### src/rtl/arm_pkg.sv
// rtl/arm_pkg.sv - shared pipeline sequencing types and constants
package arm_pkg;

    localparam int REG_ADDR_W_DEF = 4;

    typedef enum logic {
        ST_RUN      = 1'b0,
        ST_MEM_WAIT = 1'b1
    } ctrl_state_e;

    // mov r0, r0 - loaded by IF_reg on flush_if and by ID/EXE on bubble_ex
    localparam logic [31:0] NOP_INSTR = 32'hE1A0_0000;

endpackage

### src/rtl/pipeline_hazard_ctrl_sat_counter.sv
// rtl/pipeline_hazard_ctrl_sat_counter.sv - saturating up-counter with synchronous clear
module sat_counter #(
    parameter int CNT_W = 16
) (
    input  logic             i_clk,
    input  logic             i_rst_n,
    input  logic             i_inc,
    input  logic             i_clr,
    output logic [CNT_W-1:0] o_cnt
);

    logic [CNT_W-1:0] r_cnt;

    always_ff @(posedge i_clk or negedge i_rst_n) begin
        if (!i_rst_n) begin
            r_cnt <= '0;
        end else if (i_clr) begin
            r_cnt <= '0;
        end else if (i_inc && (r_cnt != '1)) begin
            r_cnt <= r_cnt + 1'b1;
        end
    end

    assign o_cnt = r_cnt;

endmodule

### src/rtl/pipeline_hazard_ctrl.sv
// rtl/pipeline_hazard_ctrl.sv - hazard/flush/memory-hold sequencer for the ARM pipeline
// FORWARDING_EN: when defined, only load-use hazards against EXE stall ID.
module pipeline_hazard_ctrl
    import arm_pkg::*;
#(
    parameter int REG_ADDR_W  = REG_ADDR_W_DEF,
    parameter int CNT_W       = 16,
    parameter int MEM_TIMEOUT = 255
) (
    input  logic                  clk,
    input  logic                  rst,
    input  logic                  id_valid,
    input  logic [REG_ADDR_W-1:0] id_src1,
    input  logic [REG_ADDR_W-1:0] id_src2,
    input  logic                  id_two_src,
    input  logic                  exe_wb_en,
    input  logic [REG_ADDR_W-1:0] exe_dest,
    input  logic                  exe_mem_read,
    input  logic                  mem_wb_en,
    input  logic [REG_ADDR_W-1:0] mem_dest,
    input  logic                  branch_taken,
    input  logic                  mem_req,
    input  logic                  mem_ready,
    output logic                  freeze_if,
    output logic                  flush_if,
    output logic                  bubble_ex,
    output logic                  hold_all,
    output logic                  mem_timeout,
    output logic [CNT_W-1:0]      stall_cnt,
    output logic [CNT_W-1:0]      flush_cnt
);

    localparam logic [CNT_W:0] TIMEOUT_LIM = (CNT_W+1)'(MEM_TIMEOUT);

    ctrl_state_e      r_state;
    ctrl_state_e      w_state_nxt;
    logic             r_timeout;
    logic             w_hazard;
    logic             w_freeze, w_flush, w_bubble, w_hold;
    logic             w_stall_inc, w_flush_inc, w_wait_inc, w_wait_clr;
    logic [CNT_W-1:0] w_wait_cnt;
    logic [CNT_W:0]   w_wait_next;
    logic             w_exe_hit;

    assign w_exe_hit = exe_wb_en & ((exe_dest == id_src1) | (id_two_src & (exe_dest == id_src2)));

`ifdef FORWARDING_EN
    assign w_hazard = id_valid & exe_mem_read & w_exe_hit;
`else
    logic w_mem_hit;
    logic w_unused_mem_read;
    assign w_unused_mem_read = exe_mem_read;
    assign w_mem_hit = mem_wb_en & ((mem_dest == id_src1) | (id_two_src & (mem_dest == id_src2)));
    assign w_hazard  = id_valid & (w_exe_hit | w_mem_hit);
`endif

    always_comb begin
        w_state_nxt = r_state;
        w_freeze    = 1'b0;
        w_flush     = 1'b0;
        w_bubble    = 1'b0;
        w_hold      = 1'b0;
        w_stall_inc = 1'b0;
        w_flush_inc = 1'b0;
        case (r_state)
            ST_RUN: begin
                if (mem_req && !mem_ready) begin
                    w_hold      = 1'b1;
                    w_freeze    = 1'b1;
                    w_state_nxt = ST_MEM_WAIT;
                end else if (branch_taken) begin
                    w_flush     = 1'b1;
                    w_bubble    = 1'b1;
                    w_flush_inc = 1'b1;
                end else if (w_hazard) begin
                    w_freeze    = 1'b1;
                    w_bubble    = 1'b1;
                    w_stall_inc = 1'b1;
                end
            end
            ST_MEM_WAIT: begin
                // EXE is frozen too, so a pending branch is acted on after the access
                w_hold   = 1'b1;
                w_freeze = 1'b1;
                if (mem_ready) begin
                    w_state_nxt = ST_RUN;
                end
            end
        endcase
    end

    always_ff @(posedge clk or negedge rst) begin
        if (!rst) begin
            r_state <= ST_RUN;
        end else begin
            r_state <= w_state_nxt;
        end
    end

    assign w_wait_inc  = (r_state == ST_MEM_WAIT);
    assign w_wait_clr  = (r_state == ST_MEM_WAIT) & mem_ready;
    assign w_wait_next = {1'b0, w_wait_cnt} + 1'b1;

    // Flag rises on the edge that ends the MEM_TIMEOUT-th waiting cycle
    always_ff @(posedge clk or negedge rst) begin
        if (!rst) begin
            r_timeout <= 1'b0;
        end else if (w_wait_inc && (w_wait_next >= TIMEOUT_LIM)) begin
            r_timeout <= 1'b1;
        end
    end

    sat_counter #(.CNT_W(CNT_W)) u_stall_cnt (
        .i_clk(clk), .i_rst_n(rst), .i_inc(w_stall_inc), .i_clr(1'b0), .o_cnt(stall_cnt)
    );

    sat_counter #(.CNT_W(CNT_W)) u_flush_cnt (
        .i_clk(clk), .i_rst_n(rst), .i_inc(w_flush_inc), .i_clr(1'b0), .o_cnt(flush_cnt)
    );

    sat_counter #(.CNT_W(CNT_W)) u_wait_cnt (
        .i_clk(clk), .i_rst_n(rst), .i_inc(w_wait_inc), .i_clr(w_wait_clr), .o_cnt(w_wait_cnt)
    );

    // Gate with reset so the controls drop at once, even while mem_req is high
    assign freeze_if   = w_freeze & rst;
    assign flush_if    = w_flush  & rst;
    assign bubble_ex   = w_bubble & rst;
    assign hold_all    = w_hold   & rst;
    assign mem_timeout = r_timeout;

endmodule

### config.mk
export PLATFORM = sky130hd
export DESIGN_NAME = pipeline_hazard_ctrl
export DESIGN_NICKNAME = d
export VERILOG_FILES = /design/src/rtl/arm_pkg.sv /design/src/rtl/pipeline_hazard_ctrl_sat_counter.sv /design/src/rtl/pipeline_hazard_ctrl.sv
export SDC_FILE = /design/constraint.sdc
export NUM_CORES = 1
export LEC_CHECK = 0
export ABC_AREA = 1
export CORE_MARGIN = 2
export CORE_UTILIZATION = 50
export CTS_CLUSTER_DIAMETER = 50
export DETAILED_ROUTE_END_ITERATION = 6
export PLACE_DENSITY = 0.84
export SYNTH_ARGS = -nofsm -noshare
export SYNTH_HDL_FRONTEND = slang
export SYNTH_HIERARCHICAL = 1
export SYNTH_SLANG_ARGS = --single-unit
### constraint.sdc
create_clock -name clk -period 2.2 [get_ports clk]
set_input_delay 0.22 -clock clk [delete_from_list [all_inputs] [get_ports clk]]
set_output_delay 0.22 -clock clk [all_outputs]
set_load 0.05 [all_outputs]
==> metrics.csv <==
stage,metric,value,unit
run_status,status,"complete, no violations",
die,start_util,52.1,%
route,drc,0,
clock_network,cts.sinks,50,
clock_network,clkLatencyLatePin,0.32,ns
sta,relSlewSlack,57.3,%
clock_network,cts_resized,0,
placement,port_buffers,61,
min_path,hold_class,in2async,
logic_synthesis,netlist_area,0.00382,mm2
logic_synthesis,synth_cell_types,27,
clock_network,cts_tree,yes,
logic_synthesis,ys_warn_count,6,
logic_synthesis,synth_area_per_cell,6.68,um2
die,coreArea,0.00733,mm2
power_and_ir_drop,p_leak,2.20,nW
sta,skew,0.0138,ns
route,avgViaCountPerCell,5.29,
die,num_io_pins,63,
clock_network,cts_setup_buffers,0,
cells_and_area,final-seq-area,0.00125,mm2
clock_network,clk_pin_slew,0.11,ns
sta,max_freq,0.505,GHz
critical_path,r2r-start,u_wait_cnt/o_cnt[0],
sta,min_period_over_period,90.0,%
placement,dp_worst_setup_slack,0.000460,ns
route,vias,3923,
logic_synthesis,yosysSeqAreaShare,32.8,%
logic_synthesis,synth_ff_type,dfrtp_1,
clock_network,cts_buffers,5,
critical_path,critical_path_peak_fanout,2,
cells_and_area,multi_input_area,0.00225,mm2
placement,gp_congestion,0.875,
sta,fin_crit,1.98,ns
sta,setup_tns,0,ns
grt,grt_pass1_wl,16.4,mm
route,drt-initial-drc-count,184,
critical_path,worstSetupPathType,in2out,
sta,finalMaxSlewViolations,0,
clock_network,root_buffer,clkbuf_8,
logic_synthesis,synthCells,571,
cells_and_area,fill_cells,621,
critical_path,r2r-end,u_wait_cnt/o_cnt[6],
sta,tightest_slew,0.640,ns
critical_path,cp-end-kind,primary output,
route,firstDrtPassIters,5,
clock_network,clockBufferDepth,2,
clock_network,htree_levels,2,
die,die_x,91.4,um
sta,hold_viol,0,
critical_path,critPathRequiredTime,1.98,ns
power_and_ir_drop,power,0.00227,W
grt,track_usage,23.5,%
logic_synthesis,synth_async_sr_flop_share,100,%
logic_synthesis,synth_seq_cells,50,
logic_synthesis,synth_edf_count,0,
cells_and_area,synthToLayoutAreaGrowth,22.4,%
power_and_ir_drop,power_density,487,mW/mm2
critical_path,reg2reg_depth,8,
sta,setup_slack,0.221,ns
grt,overflow,0,
run,cap_violations,0,
power_and_ir_drop,ir_drop,0.000335,V
cells_and_area,fin_nets,672,
grt,grt_max_degree,51,
critical_path,startpoint_type,input port,
die,die_y,91.4,um
grt,antenna_found_initial,0,
route,wl_per_cell,13.0,um
route,drtAntennaViolNets,0,
cells_and_area,diodes,0,
critical_path,arrival,1.76,ns
sta,setup_viol,0,
grt,grt_pass1_vias,3735,
placement,hpwlAfterDp,7.10,mm
critical_path,reg2reg_setup_slack,0.35,ns
die,dieArea,0.00835,mm2
clock_network,cts.hold.buffers_added,0,
route,routed_wl,9.64,mm
sta,rsz0062_at_grt,no,
cells_and_area,drive_gt1_share,8.72,%
die,placementRows,31,
## cells in the final DEF (no fill, tap or decap)
| master | count |
|---|---|
| nor3_1 | 4 |
| nor2_2 | 3 |
| o21ai_0 | 18 |
| nor2_4 | 7 |
| clkbuf_8 | 5 |
| nand2_4 | 6 |
| nand3b_1 | 3 |
| buf_2 | 1 |
| buf_4 | 7 |
| nand3_1 | 45 |
| inv_4 | 3 |
| o21ai_4 | 3 |
| clkdlybuf4s50_1 | 56 |
| nand2_1 | 210 |
| nand2_2 | 8 |
| xor2_1 | 11 |
| a21oi_1 | 5 |
| xnor2_1 | 14 |
| inv_1 | 59 |
| nand3_2 | 1 |
| o21bai_1 | 6 |
| ha_1 | 5 |
| buf_12 | 3 |
| bufinv_16 | 1 |
| nor2_1 | 61 |
| or2_2 | 3 |
| conb_1 | 6 |
| inv_6 | 1 |
| dfrtp_1 | 50 |
| inv_2 | 3 |
| nand4_1 | 33 |
| clkinv_4 | 1 |
## cell type report
cell class / count / share of cell area [%]
Clock buffer: 5 / 1.47
Tap cell: 99 / 2.65
Clock inverter: 3 / 1.02
Sequential cell: 50 / 26.8
Inverter: 65 / 5.39
Timing Repair Buffer: 67 / 14.5
Multi-Input combinational cell: 452 / 48.2
## report_power, final
group          switching [W]  total, W  leakage [nW]  internal [W]
registers          0.0000797   0.00104         0.693      0.000957
clock network       0.000348  0.000694        0.0587      0.000346
logic               0.000338  0.000542          1.45      0.000204
total               0.000766   0.00227          2.20       0.00151
## worst max-delay path, stage by stage
cell	delay, ns
clkdlybuf4s50_1	0.49
inv_1	0.06
nand2_1	0.05
o21ai_0	0.08
nor2_1	0.11
nand3_1	0.08
nand2_1	0.07
nand2_1	0.04
nand2_1	0.08
nand2_1	0.08
a21oi_1	0.23
buf_12	0.17
## cells in the mapped netlist (4+ instances only)
library cell    n  area share [%]
nand2_1       210              21
nor2_1         62             6.1
inv_1          59             5.8
dfrtp_1        50              33
nand3_1        45             5.9
nand4_1        33             5.4
o21ai_0        18             2.4
xnor2_1        14             3.2
xor2_1         11             2.5
nand2_2         8             1.3
nor2_4          7             2.1
nand2_4         6             1.8
o21bai_1        6             1.2
a21oi_1         5            0.66
ha_1            5             1.6
nor3_1          4            0.52
## layer usage
layer	track usage, %	part of all wire (%)	vias to the layer above
met5	0	0	-
met4	7.58	1.8	0
met3	3.24	5.0	20
met2	42.7	51	124
met1	28.7	42	1830
li1	-	-	1949
## kinds of logic (layout without fill, tap and decap cells)
| kind of cell | after synthesis | count (layout) | synth area share, % |
|---|---|---|---|
| adder cells (fa/ha/maj) | 5 | 5 | 1.64 |
| XOR/XNOR | 25 | 25 | 5.74 |
| AO/OA/AOI/OAI | 32 | 32 | 5.48 |
| flip-flops | 50 | 50 | 32.8 |
| AND/OR/NAND/NOR | 384 | 384 | 45.4 |
| buffers and inverters | 74 | 140 | 8.85 |
| other | 1 | 6 | 0.0983 |
## worst max path at each step
stage                                        to  depth (start not counted)  slack [ns]                 from
after floorplan                       freeze_if                          6        0.16              r_state
after global placement    u_stall_cnt/o_cnt[15]                         17        0.08          exe_dest[0]
after detailed placement   u_stall_cnt/o_cnt[0]                         16      0.0005          exe_dest[0]
after CTS                   u_wait_cnt/o_cnt[6]                          8        0.12  u_wait_cnt/o_cnt[0]
after global routing                  bubble_ex                         12        0.01          exe_dest[0]
final                                 bubble_ex                         12        0.22          exe_dest[0]
## registers in the layout, indices dropped and copies added (netlist names)
signal,cells
mem_timeout,1
r_state,1
u_flush_cnt/o_cnt,16
u_stall_cnt/o_cnt,16
u_wait_cnt/o_cnt,16
## per-stage QoR
stage          instances  utilization (%)  hold WS, ns  area [um2]
2_1_floorplan        576                -      -0.0756        3830
5_1_grt              741             63.7        0.161        4670
6_report             741             63.7       0.0983        4670
3_3_place_gp         733             62.1        0.454        4550
3_5_place_dp         733             62.1        0.453        4550
4_1_cts              741             63.7        0.134        4670
Note: power is estimated with default switching activity, not from simulation.
